## config.mk

```make
export PLATFORM = sky130hd
export DESIGN_NAME = spi_slave_rx
export DESIGN_NICKNAME = d
export VERILOG_FILES = /design/src/rtl/spi_pkg.sv /design/src/rtl/sync_edge.sv /design/src/rtl/spi_slave_rx.sv
export SDC_FILE = /design/constraint.sdc
export NUM_CORES = 1
export LEC_CHECK = 0
export CAP_MARGIN = 15
export CORE_MARGIN = 2
export CORE_UTILIZATION = 45
export DETAILED_ROUTE_END_ITERATION = 10
export PLACE_DENSITY_LB_ADDON = 0.25
export RECOVER_POWER = 100
export SETUP_SLACK_MARGIN = 0.4
export SLEW_MARGIN = 20
export SYNTH_ARGS = -nofsm -noshare
export SYNTH_HDL_FRONTEND = slang
export SYNTH_SLANG_ARGS = --single-unit
```

## constraint.sdc

```tcl
create_clock -name clk -period 1.7 [get_ports clk]
set_input_delay 0.34 -clock clk [delete_from_list [all_inputs] [get_ports clk]]
set_output_delay 0.34 -clock clk [all_outputs]
set_load 0.02 [all_outputs]
```

## src/rtl/spi_pkg.sv

```systemverilog
// spi_pkg: shared state encoding and defaults for the SPI slave receiver
package spi_pkg;
  localparam int SPI_DATA_W_DEFAULT = 16;
  typedef enum logic [1:0] {WAIT_IDLE, IDLE, SHIFT, OVERRUN} state_e;
endpackage

```

## src/rtl/sync_edge.sv

```systemverilog
// sync_edge: multi-stage synchroniser with one-cycle rise/fall pulses
module sync_edge #(
  parameter int   SYNC_STAGES = 2,
  parameter logic RESET_VAL   = 1'b0
) (
  input  logic clk,
  input  logic rst,
  input  logic d_i,
  output logic level_o,
  output logic rise_o,
  output logic fall_o
);
  logic [SYNC_STAGES-1:0] sync_q;
  logic prev_q;
  always_ff @(posedge clk) begin
    if (rst) begin
      sync_q <= {SYNC_STAGES{RESET_VAL}};
      prev_q <= RESET_VAL;
    end else begin
      sync_q <= {sync_q[SYNC_STAGES-2:0], d_i};
      prev_q <= sync_q[SYNC_STAGES-1];
    end
  end
  assign level_o = sync_q[SYNC_STAGES-1];
  assign rise_o  = (level_o ^ prev_q) & level_o;
  assign fall_o  = (level_o ^ prev_q) & ~level_o;
endmodule

```

## src/rtl/spi_slave_rx.sv

```systemverilog
// spi_slave_rx: oversampled mode-0 SPI slave, MSB-first receive with MISO response
module spi_slave_rx import spi_pkg::*; #(
  parameter int DATA_W      = SPI_DATA_W_DEFAULT,
  parameter int SYNC_STAGES = 2
) (
  input  logic              clk,
  input  logic              rst,
  input  logic              sclk_in,
  input  logic              cs_n_in,
  input  logic              mosi_in,
  input  logic [DATA_W-1:0] tx_data,
  output logic              miso_out,
  output logic [DATA_W-1:0] rx_data,
  output logic              rx_valid,
  output logic              frame_err,
  output logic              busy
);
  localparam int CNT_W = $clog2(DATA_W + 1);
  logic sclk_rise, sclk_fall, cs_lvl, cs_rise, cs_fall, mosi_lvl;
  state_e state_q, state_d;
  logic [CNT_W-1:0] bit_cnt_q, bit_cnt_d;
  logic [DATA_W-1:0] rx_shift_q, rx_shift_d, tx_shift_q, tx_shift_d, rx_data_q, rx_data_d;
  logic rx_valid_q, rx_valid_d, frame_err_q, frame_err_d, miso_q, miso_d, extra_q, extra_d;

  sync_edge #(.SYNC_STAGES(SYNC_STAGES), .RESET_VAL(1'b0)) u_sclk (
    .clk(clk), .rst(rst), .d_i(sclk_in), .level_o(), .rise_o(sclk_rise), .fall_o(sclk_fall));
  sync_edge #(.SYNC_STAGES(SYNC_STAGES), .RESET_VAL(1'b1)) u_cs (
    .clk(clk), .rst(rst), .d_i(cs_n_in), .level_o(cs_lvl), .rise_o(cs_rise), .fall_o(cs_fall));
  sync_edge #(.SYNC_STAGES(SYNC_STAGES), .RESET_VAL(1'b0)) u_mosi (
    .clk(clk), .rst(rst), .d_i(mosi_in), .level_o(mosi_lvl), .rise_o(), .fall_o());

  always_ff @(posedge clk) begin
    if (rst) begin
      state_q     <= WAIT_IDLE;
      bit_cnt_q   <= '0;
      rx_shift_q  <= '0;
      tx_shift_q  <= '0;
      rx_data_q   <= '0;
      rx_valid_q  <= 1'b0;
      frame_err_q <= 1'b0;
      miso_q      <= 1'b0;
      extra_q     <= 1'b0;
    end else begin
      state_q     <= state_d;
      bit_cnt_q   <= bit_cnt_d;
      rx_shift_q  <= rx_shift_d;
      tx_shift_q  <= tx_shift_d;
      rx_data_q   <= rx_data_d;
      rx_valid_q  <= rx_valid_d;
      frame_err_q <= frame_err_d;
      miso_q      <= miso_d;
      extra_q     <= extra_d;
    end
  end

  always_comb begin
    state_d     = state_q;
    bit_cnt_d   = bit_cnt_q;
    rx_shift_d  = rx_shift_q;
    tx_shift_d  = tx_shift_q;
    rx_data_d   = rx_data_q;
    rx_valid_d  = 1'b0;
    frame_err_d = 1'b0;
    miso_d      = miso_q;
    extra_d     = extra_q;
    case (state_q)
      WAIT_IDLE: begin
        // bit_cnt doubles as a settle counter so the synchroniser's reset-high cs_n is flushed first
        bit_cnt_d = cs_lvl ? bit_cnt_q + 1'b1 : '0;
        if (cs_lvl && bit_cnt_q == CNT_W'(SYNC_STAGES)) begin
          bit_cnt_d = '0;
          state_d   = IDLE;
        end
      end
      IDLE: if (cs_fall) begin
        tx_shift_d = tx_data;
        miso_d     = tx_data[DATA_W-1];
        bit_cnt_d  = '0;
        state_d    = SHIFT;
      end
      SHIFT: begin
        if (cs_rise) begin
          frame_err_d = 1'b1;
          miso_d      = 1'b0;
          state_d     = IDLE;
        end else if (sclk_rise) begin
          rx_shift_d = {rx_shift_q[DATA_W-2:0], mosi_lvl};
          bit_cnt_d  = bit_cnt_q + 1'b1;
          if (bit_cnt_q == CNT_W'(DATA_W - 1)) begin
            rx_data_d  = rx_shift_d;
            rx_valid_d = 1'b1;
            miso_d     = 1'b0;
            state_d    = OVERRUN;
          end
        end else if (sclk_fall && bit_cnt_q < CNT_W'(DATA_W)) begin
          tx_shift_d = tx_shift_q << 1;
          miso_d     = tx_shift_q[DATA_W-2];
        end
      end
      OVERRUN: begin
        if (cs_rise) begin
          frame_err_d = extra_q;
          extra_d     = 1'b0;
          miso_d      = 1'b0;
          state_d     = IDLE;
        end else if (sclk_rise) extra_d = 1'b1;
      end
      default: state_d = WAIT_IDLE;
    endcase
  end

  assign miso_out  = miso_q;
  assign rx_data   = rx_data_q;
  assign rx_valid  = rx_valid_q;
  assign frame_err = frame_err_q;
  assign busy      = state_q == SHIFT;
endmodule

```

Word level (Yosys, flattened, before mapping)
Cells that the tools add are included.

cells by class
  $add $sub $neg = 1
  magnitude comparators = 1
  equal/unequal tests = 16
  muxes and demuxes = 31
  bitwise operators = 11
  reduce and logical (&&, ||, !) cells = 15

operator list
  cell                                                                      number
  15-bit two-way mux                                                        4
  15-bit one-hot mux with 2 select lines                                    1
  5-bit two-way mux                                                         5
  5-bit one-hot mux with 3 select lines                                     1
  5-bit AND reduction                                                       3
  2-bit two-way mux                                                         6
  1-bit two-way mux                                                         11
  2-bit inequality test (second input constant)                             5
  2-bit one-hot mux with 4 select lines                                     1
  4-bit AND reduction                                                       2
  3-bit by 1-bit inequality test with 1-bit output (second input constant)  2
  3-bit nonzero test                                                        2
  5-bit by 1-bit adder with 5-bit output (second input constant)            1
  5-bit by 2-bit == test with 1-bit output (second input constant)          1
  5-bit by 4-bit == test with 1-bit output (second input constant)          1
  5-bit < comparator (second input constant)                                1
  1-bit inverter                                                            5
  1-bit AND                                                                 4
  2-bit == test (second input constant)                                     2
  2-bit by 1-bit inequality test with 1-bit output (second input constant)  2
  4-bit by 1-bit inequality test with 1-bit output (second input constant)  1
  4-bit by 2-bit inequality test with 1-bit output (second input constant)  1
  2-bit nonzero test                                                        2
  4-bit OR reduction                                                        1
  other kinds (8)                                                           10

word-level totals
  flip-flop bits (word level) = 65
  bits of input ports = 21
  output and inout port bits = 20
  logic and storage cells = 89

Logic depth before layout (Yosys ltp)
Gate-level depths: netlist of run 1.

  depth in word-level cells = 7
  depth in mapped cells = 8
  mapped depth without buffers = 6

Hierarchy
Synthesis of run 1 repeated with hierarchy kept, for this count alone.

second synthesis, totals
  cell total of the unflattened synthesis = 314
  area, all modules = 2825.2 um2

by module, submodules not included
  module                   instances  cells each  area each (um2)  seq. area each (um2)
  spi_slave_rx             1          290         2549.9           1141.1
  sync_edge at u_mosi ...  2          8           91.3             60.1
  sync_edge at u_cs        1          8           92.6             60.1

Worst setup path after synthesis of run 1
Ideal clock, no wire load.

  path type = register to register
  start = register state_q[0]
  end = register state_q[0]
  library setup time = 0.123 ns
  arrival = 1.802 ns
  data required time = 1.577 ns
  path slack = -0.225 ns
  cell stages (with the launch flop) = 7
  path buffers = 1
  clock period less this slack = 1.925 ns
  cell sequence = dfxtp_1 > inv_1 > ha_1 > buf_2 > and2_4 > a222oi_1 > mux2_1

between the ends
  longest elaborated chain between the ends = 3
  elaborated cells on any way between the ends = 11
  classes of those cells = 8 x eq/ne; 1 x mux; 2 x reduce/logical

ends and longest elaborated chain
  what                                                               line                source
  from (decl)                                                        spi_slave_rx.sv:20  state_e state_q, state_d;
  from (signal assigned)                                             spi_slave_rx.sv:44  state_q <= state_d;
  2-bit == test (*)                                                  --
  named net busy                                                     spi_slave_rx.sv:16  output logic busy
  3-bit by 1-bit inequality test with 1-bit output (no source line)  --
  5-bit AND reduction (no source line)                               --

The timed path passes the listed nets; every way through them passes the cells marked *.
A chain may end at the register's enable or synchronous reset.

Final worst setup path of run 1
  start = register bit_cnt_q[3]
  end = register state_q[0]

between the ends
  longest elaborated chain between the ends = 4
  elaborated cells on any way between the ends = 6
  classes of those cells = 4 x eq/ne; 2 x reduce/logical

ends and longest elaborated chain
  what                                      line                source
  from (decl)                               spi_slave_rx.sv:21  logic [CNT_W-1:0] bit_cnt_q, bit_cnt_d;
  from (signal assigned)                    spi_slave_rx.sv:45  bit_cnt_q <= bit_cnt_d;
  5-bit by 2-bit == test with 1-bit output  spi_slave_rx.sv:70  if (cs_lvl && bit_cnt_q == CNT_W'(SYNC_STAGES)) begin
  1-bit logical AND                         spi_slave_rx.sv:70
  2-bit inequality test (no source line)    --
  5-bit AND reduction (no source line) (*)  --

Mark *: on every way between the ends. The rest lies on a longest branch, timed or not.

==> run_results.csv, run 1 <==
group,metric,value,unit
finish,final_cell_mix,"58 x dfxtp_1, 44 x mux2i_1, 34 x nor2_1",
placed_design,finalWeightedCongestion,0.797,
power_and_ir_drop,power.density,903,nW/um2
floorplanning,initial_core_util,45.8,%
sta,min_period,1.70,ns
run_status,outcome,"finished, violations left",
floorplanning,die_h,83.7,um
global_route,grt_start_max_net_pins,23,
cts,clock-sinks,65,
synth,yosys_warnings,0,
sta,fin_crit_sh,100,%
worst_hold_path,min_from,"rst",
finish,syn2layout_area_growth,43.7,%
synth,synth.avg_cell_area,10.3,um2
floorplanning,pin_count,41,
finish,multi_input_area,1700,um2
route,drc_errors,0,
setup_path,cp_max_fo,5,
worst_hold_path,min_to,"rx_data[12]",
cts,cts-root-buf,"clkbuf_8",
sta,slew_headroom,71.7,%
setup_path,startpoint_type,"flip-flop",
floorplanning,fp.dieW,83.7,um
run,cap_violations,0,
floorplanning,num_rows,29,
cts,clk_path_buf_depth,2,
global_route,antenna_found_initial,0,
placed_design,dpl.hpwl,3.99,mm
setup_path,rr_worst_depth,5,
sta,tightest_slew,0.424,ns
power_and_ir_drop,power_frac_comb,19.0,%
synth,yosysUniqueCellTypes,47,
route,routed_wl,6.65,mm
global_route,grt_pass1_vias,2358,
synth,ys_ff_latch,65,
setup_path,path_cells,"and3_4 > ha_4 > nand2_2 > a222oi_1 > mux2_1",
sta,finClkSkew,0.00709,ns
synth,synth_cells,279,
setup_path,arrival,1.92,ns
cts,clk_latency,0.34,ns
finish,fill_cells,489,
power_and_ir_drop,switchingPower,1.01,mW
synth,syn_nets,309,
route,wire_per_inst,15.3,um
finish,register_area,1320,um2
setup_path,worstReg2RegEnd,"state_q[0]",
sta,tns,-0.000291,ns
setup_path,critPathLaunch,"bit_cnt_q[3]",
route,ant_nets,0,
finish,antenna_cells,0,
cts,tritoncts,"done",
global_route,grt_pass1_wl,11.1,mm
finish,final_layout_size_suffix_gt1_share,41.5,%
run_status,violations,"negative setup slack",
power_and_ir_drop,p_sw_share,27.3,%
route,drtIter0Drc,66,
placed_design,placed_cell_area,3630,um2
setup_path,crit_buf_inv,0,
sta,fmax,0.588,GHz
setup_path,critical_path_required,1.92,ns
power_and_ir_drop,p_leak,1.79,nW
cts,numCtsBuffers,9,
sta,setup_violations,1,
floorplanning,coreArea,6240,um2
setup_path,rr_startpoint,"bit_cnt_q[3]",
power_and_ir_drop,ir_drop,0.663,mV
power_and_ir_drop,seq_power_share,44.9,%
sta,maxSlewViolCount,0,
setup_path,crit_slowest_cell,"dfxtp_1",
global_route,overflow,0,
setup_path,end_kind,"flip-flop",
setup_path,critPathTopFamily,"flip-flops",
finish,final_common_cell,"dfxtp_1",
finish,nets,382,
floorplanning,die-area,7010,um2
placed_design,place.port_buffers,40,
setup_path,path_class,"flip-flop to flip-flop",
cts,path_clk_slew,0.08,ns
finish,design_area,4110,um2
setup_path,slowest_delay,0.45,ns
cts,htree_levels,3,
synth,synth_edf_count,0,
sta,timing.final.hold_violations,0,
route,drt_first_pass_iters,5,
synth,async_flop_share,0,%
synth,ys_seq_area_share,45.5,%
global_route,track_usage,19.6,%
power_and_ir_drop,power_frac_clock,36.1,%
sta,fin_ws,-0.000291,ns
worst_hold_path,hold_class,"input pin to flip-flop",
sta,rsz0062_at_grt,"yes",
setup_path,reg2reg_slack,-0.0003,ns
synth,syn_area,2860,um2
power_and_ir_drop,intPower,2.70,mW
route,vias,2328,
synth,ys.flop_type,"dfxtp_1",
worst_hold_path,whs_path_depth,2,
route,viasPerCell,5.36,
[registers in the layout (all words and copies together) (netlist names)]
signal / cells
miso_out: 1
extra_q: 1
frame_err: 1
u_mosi.sync_q: 2
tx_shift_q: 15
u_cs.prev_q: 1
u_sclk.prev_q: 1
rx_shift_q: 15
bit_cnt_q: 5
u_sclk.sync_q: 2
u_cs.sync_q: 2
state_q: 2
rx_valid: 1
rx_data: 16
[worst reg2reg max path, delay by kind of cell (launching register included)]
family,cells,cell delay [ns]
AND/OR/NAND/NOR,2,0.28
multiplexers,1,0.36
AO/OA/AOI/OAI,1,0.37
flip-flops,1,0.45
adder cells (fa/ha/maj),1,0.13
[worst max path at each step]
stage	slack, ns	end	depth (start not counted)
after floorplan	-0.04	state_q[0]	6
after global placement	-0.04	state_q[0]	6
after detailed placement	-0.09	state_q[0]	6
after CTS	-0.006	state_q[0]	6
after global routing	-0.06	state_q[0]	6
final	-0.0003	state_q[0]	5
[cells in the mapped netlist (6+ instances only)]
library cell,instances,share of area (%)
dfxtp_1,65,45
mux2i_1,47,16
nor2_1,34,4.5
a211oi_1,23,6.0
ha_1,9,3.9
buf_2,8,1.4
clkbuf_1,8,1.0
a211oi_2,7,3.1
a21oi_1,7,1.2
nand2_1,7,0.92
nor2b_1,7,1.5
inv_1,6,0.79
o21ai_0,6,1.0
[layer usage]
| metal | wire [um] | track usage [%] | up-vias | part of all wire [%] |
|---|---|---|---|---|
| li1 | - | - | 1150 | - |
| met2 | 3260 | 33.0 | 43 | 49 |
| met4 | 70 | 6.16 | 0 | 1.1 |
| met3 | 263 | 5.14 | 8 | 4.0 |
| met5 | 0 | 0 | - | 0 |
| met1 | 3060 | 24.5 | 1127 | 46 |
[cells by family after synthesis]
logic type | synth area share (%)
buffers and inverters | 4.02
DFF | 45.5
muxes | 16.8
adders and majority gates | 4.33
and+or+nand+nor | 14.6
AOI/OAI and AO/OA | 14.7
[what timing repair did]
item                       CTS  global route
hold buffers                 0             0
setup buffers               11             3
pin swaps                   15            13
gates resized for setup     98            28
gates cloned                 2             1
setup endpoints to repair   75            71
[power groups by stage]
| stage | combinational, mW | clock, mW | sequential, mW |
|---|---|---|---|
| after detailed placement | 0.566 | 0 | 1.68 |
| after global routing | 0.761 | 1.44 | 1.67 |
| final | 0.705 | 1.34 | 1.66 |
| after floorplan | 0.387 | 0 | 1.68 |
| after global placement | 0.557 | 0 | 1.68 |
| after CTS | 0.661 | 1.37 | 1.66 |
[area by class of cell]
type | instances | area share (%)
inverters | 8 | 0.913
clock buffers | 10 | 3.35
flip-flops and latches | 65 | 32.1
clock inverters | 6 | 1.61
repair buffers | 80 | 18.2
well taps | 77 | 2.34
multi-input cells | 188 | 41.5
[per-stage QoR]
step                      utilization (%)  worst slack, ns  power (mW)  hold WS, ns  cells
after floorplan                         -          -0.0380        2.06        0.389    279
after global placement               58.1          -0.0436        2.23        0.394    401
after detailed placement             58.1          -0.0908        2.25        0.422    401
after CTS                            65.9         -0.00608        3.68        0.403    430
after global routing                 65.9          -0.0554        3.87        0.435    434
final                                65.9        -0.000291        3.71        0.408    434
Note: power is estimated with default switching activity, not from simulation.
==> run 2: changes to the inputs <==
CTS_BUF_LIST = sky130_fd_sc_hd__clkbuf_4 sky130_fd_sc_hd__clkbuf_8 sky130_fd_sc_hd__clkbuf_16   (was not set)
==> results of run 2 <==
Final layout, timing and power as in run 1 (identical DEF).
==> run 3: changes to the inputs <==
DONT_BUFFER_PORTS = 1   (was not set)
SETUP_SLACK_MARGIN = 0.15   (was 0.4)
==> run_results.csv, run 3 (synthesis gave the netlist of run 1 again) <==
group,metric,value,unit
cts,cts-root-buf,"clkbuf_8",
power_and_ir_drop,power.density,997,nW/um2
power_and_ir_drop,power,3.77,mW
global_route,track_usage,18.8,%
sta,fin_crit_sh,101,%
placed_design,placed_cell_area,3130,um2
finish,nets,334,
cts,htree_levels,3,
setup_path,end_kind,"flip-flop",
finish,syn2layout_area_growth,32.2,%
route,drt_first_pass_iters,4,
route,viasPerCell,5.50,
floorplanning,die_h,83.7,um
run,cap_violations,0,
sta,timing.final.hold_violations,0,
cts,numCtsBuffers,9,
setup_path,crit_slowest_cell,"dfxtp_4",
global_route,overflow,0,
floorplanning,coreArea,6240,um2
power_and_ir_drop,power_frac_comb,18.9,%
cts,clk_latency,0.33,ns
setup_path,critPathMostFrequentCell,"inv_4",
floorplanning,fp.dieW,83.7,um
finish,final_common_cell,"dfxtp_1",
route,vias,2122,
placed_design,finalWeightedCongestion,0.803,
global_route,grt_pass1_vias,2141,
sta,fin_ws,-0.0189,ns
cts,path_clk_slew,0.08,ns
sta,setup_violations,1,
worst_hold_path,hold_class,"input pin to flip-flop",
finish,largest_register_ff_count,16,
run_status,outcome,"finished, violations left",
setup_path,critical_path_required,1.91,ns
floorplanning,initial_core_util,45.8,%
setup_path,path_class,"flip-flop to flip-flop",
power_and_ir_drop,intPower,2.76,mW
route,routed_wl,6.46,mm
route,ant_nets,0,
floorplanning,die-area,7010,um2
power_and_ir_drop,ir_drop,0.812,mV
route,wire_per_inst,16.7,um
sta,hold_slack,0.0635,ns
power_and_ir_drop,p_sw_share,26.9,%
setup_path,startpoint_type,"flip-flop",
finish,register_area,1320,um2
placed_design,place.port_buffers,0,
finish,multi_input_area,1740,um2
power_and_ir_drop,p_leak,1.60,nW
setup_path,cp_max_fo,7,
global_route,grt_pass1_wl,10.6,mm
finish,antenna_cells,0,
finish,design_area,3780,um2
route,drtIter0Drc,101,
setup_path,arrival,1.93,ns
power_and_ir_drop,switchingPower,1.01,mW
power_and_ir_drop,power_frac_clock,36.7,%
sta,maxSlewViolCount,0,
floorplanning,num_rows,29,
cts,ctsHoldBuffers,0,
sta,rsz0062_at_grt,"yes",
sta,slew_headroom,74.7,%
run_status,violations,"negative setup slack",
route,drc_errors,0,
sta,min_period,1.72,ns
placed_design,dpl.hpwl,3.65,mm
sta,tightest_slew,0.379,ns
sta,tns,-0.0189,ns
floorplanning,pin_count,41,
global_route,grt_start_max_net_pins,64,
cts,tritoncts,"done",
sta,finClkSkew,0.0100,ns
global_route,antenna_found_initial,0,
cts,clock-sinks,65,
finish,final_layout_size_suffix_gt1_share,35.9,%
finish,fill_cells,510,
finish,final_cell_mix,"60 x dfxtp_1, 47 x mux2i_1, 34 x nor2_1",
power_and_ir_drop,seq_power_share,44.4,%
sta,fmax,0.582,GHz
setup_path,path_cells,"inv_4 > ha_4 > inv_4 > maj3_2 > buf_12 > buf_16 > a211oi_4 > a211oi_2",
setup_path,slowest_delay,0.38,ns
cts,clk_path_buf_depth,2,
-- run 3: cell count changes in the layout (fill, tap and decap cells not counted), moves of 3 or more --
cell             before  now
clkdlybuf4s50_1      19    0
buf_4                25   19
a211oi_4              0    8
mux2i_1              44   47
mux2i_2               3    0
buf_2                18    0
buf_6                 8    1
a211oi_2             28   20
-- run 3: layer usage --
metal / global-route usage (%) / share of wire [%]
met1: 24.3 / 47
met2: 30.5 / 48
met3: 4.15 / 3.4
met4: 7.62 / 1.4
met5: 0 / 0
-- run 3: final cells by class --
type                    count  area share (%)
clock buffers              11            4.00
clock inverters             5            1.59
flip-flops and latches     65            34.8
multi-input cells         189            46.0
repair buffers             31            10.1
well taps                  77            2.55
inverters                   8           0.926
-- run 3: path summary, 6_finish.rpt --
path | startpoint | to | slack, ns | cells past startpoint
max | state_q[1] | tx_shift_q[2] | -0.02 | 8
min | rst | tx_shift_q[9] | 0.06 | 1
max reg2reg | state_q[1] | tx_shift_q[2] | -0.02 | 8
min reg2reg | u_cs.sync_q[0] | u_cs.sync_q[1] | 0.41 | 1
-- run 3: worst max-delay path, delay by kind of cell (launching register included) --
family                     cells  cell delay, ns
AOI/OAI and AO/OA              2            0.31
DFF                            1            0.38
buffers and inverters          4            0.40
adders and majority gates      2            0.50
-- run 3: metrics by stage --
stage / std cells / worst slack, ns / utilization, %
floorplan: 279 / -0.0380 / -
global placement: 355 / -0.00896 / 50.2
detailed placement: 355 / -0.0875 / 50.2
CTS: 385 / 0.00980 / 58.7
global route: 386 / -0.0998 / 60.6
finish: 386 / -0.0189 / 60.6
-- run 3: timing repair --
action                                  CTS  global route
gates cloned                              4             0
endpoints found under the setup margin   38            54
endpoints found under the hold margin     0             0
buffers inserted                         10             1
pin swaps                                15            11
gates resized for setup                  29            23
-- run 3: power by group through the flow --
stage / Sequential [mW] / Combinational, mW / Clock, mW
after global placement: 1.68 / 0.437 / 0
after detailed placement: 1.69 / 0.444 / 0
after CTS: 1.66 / 0.629 / 1.42
final: 1.68 / 0.713 / 1.38
after floorplan: 1.67 / 0.354 / 0
after global routing: 1.68 / 0.764 / 1.49
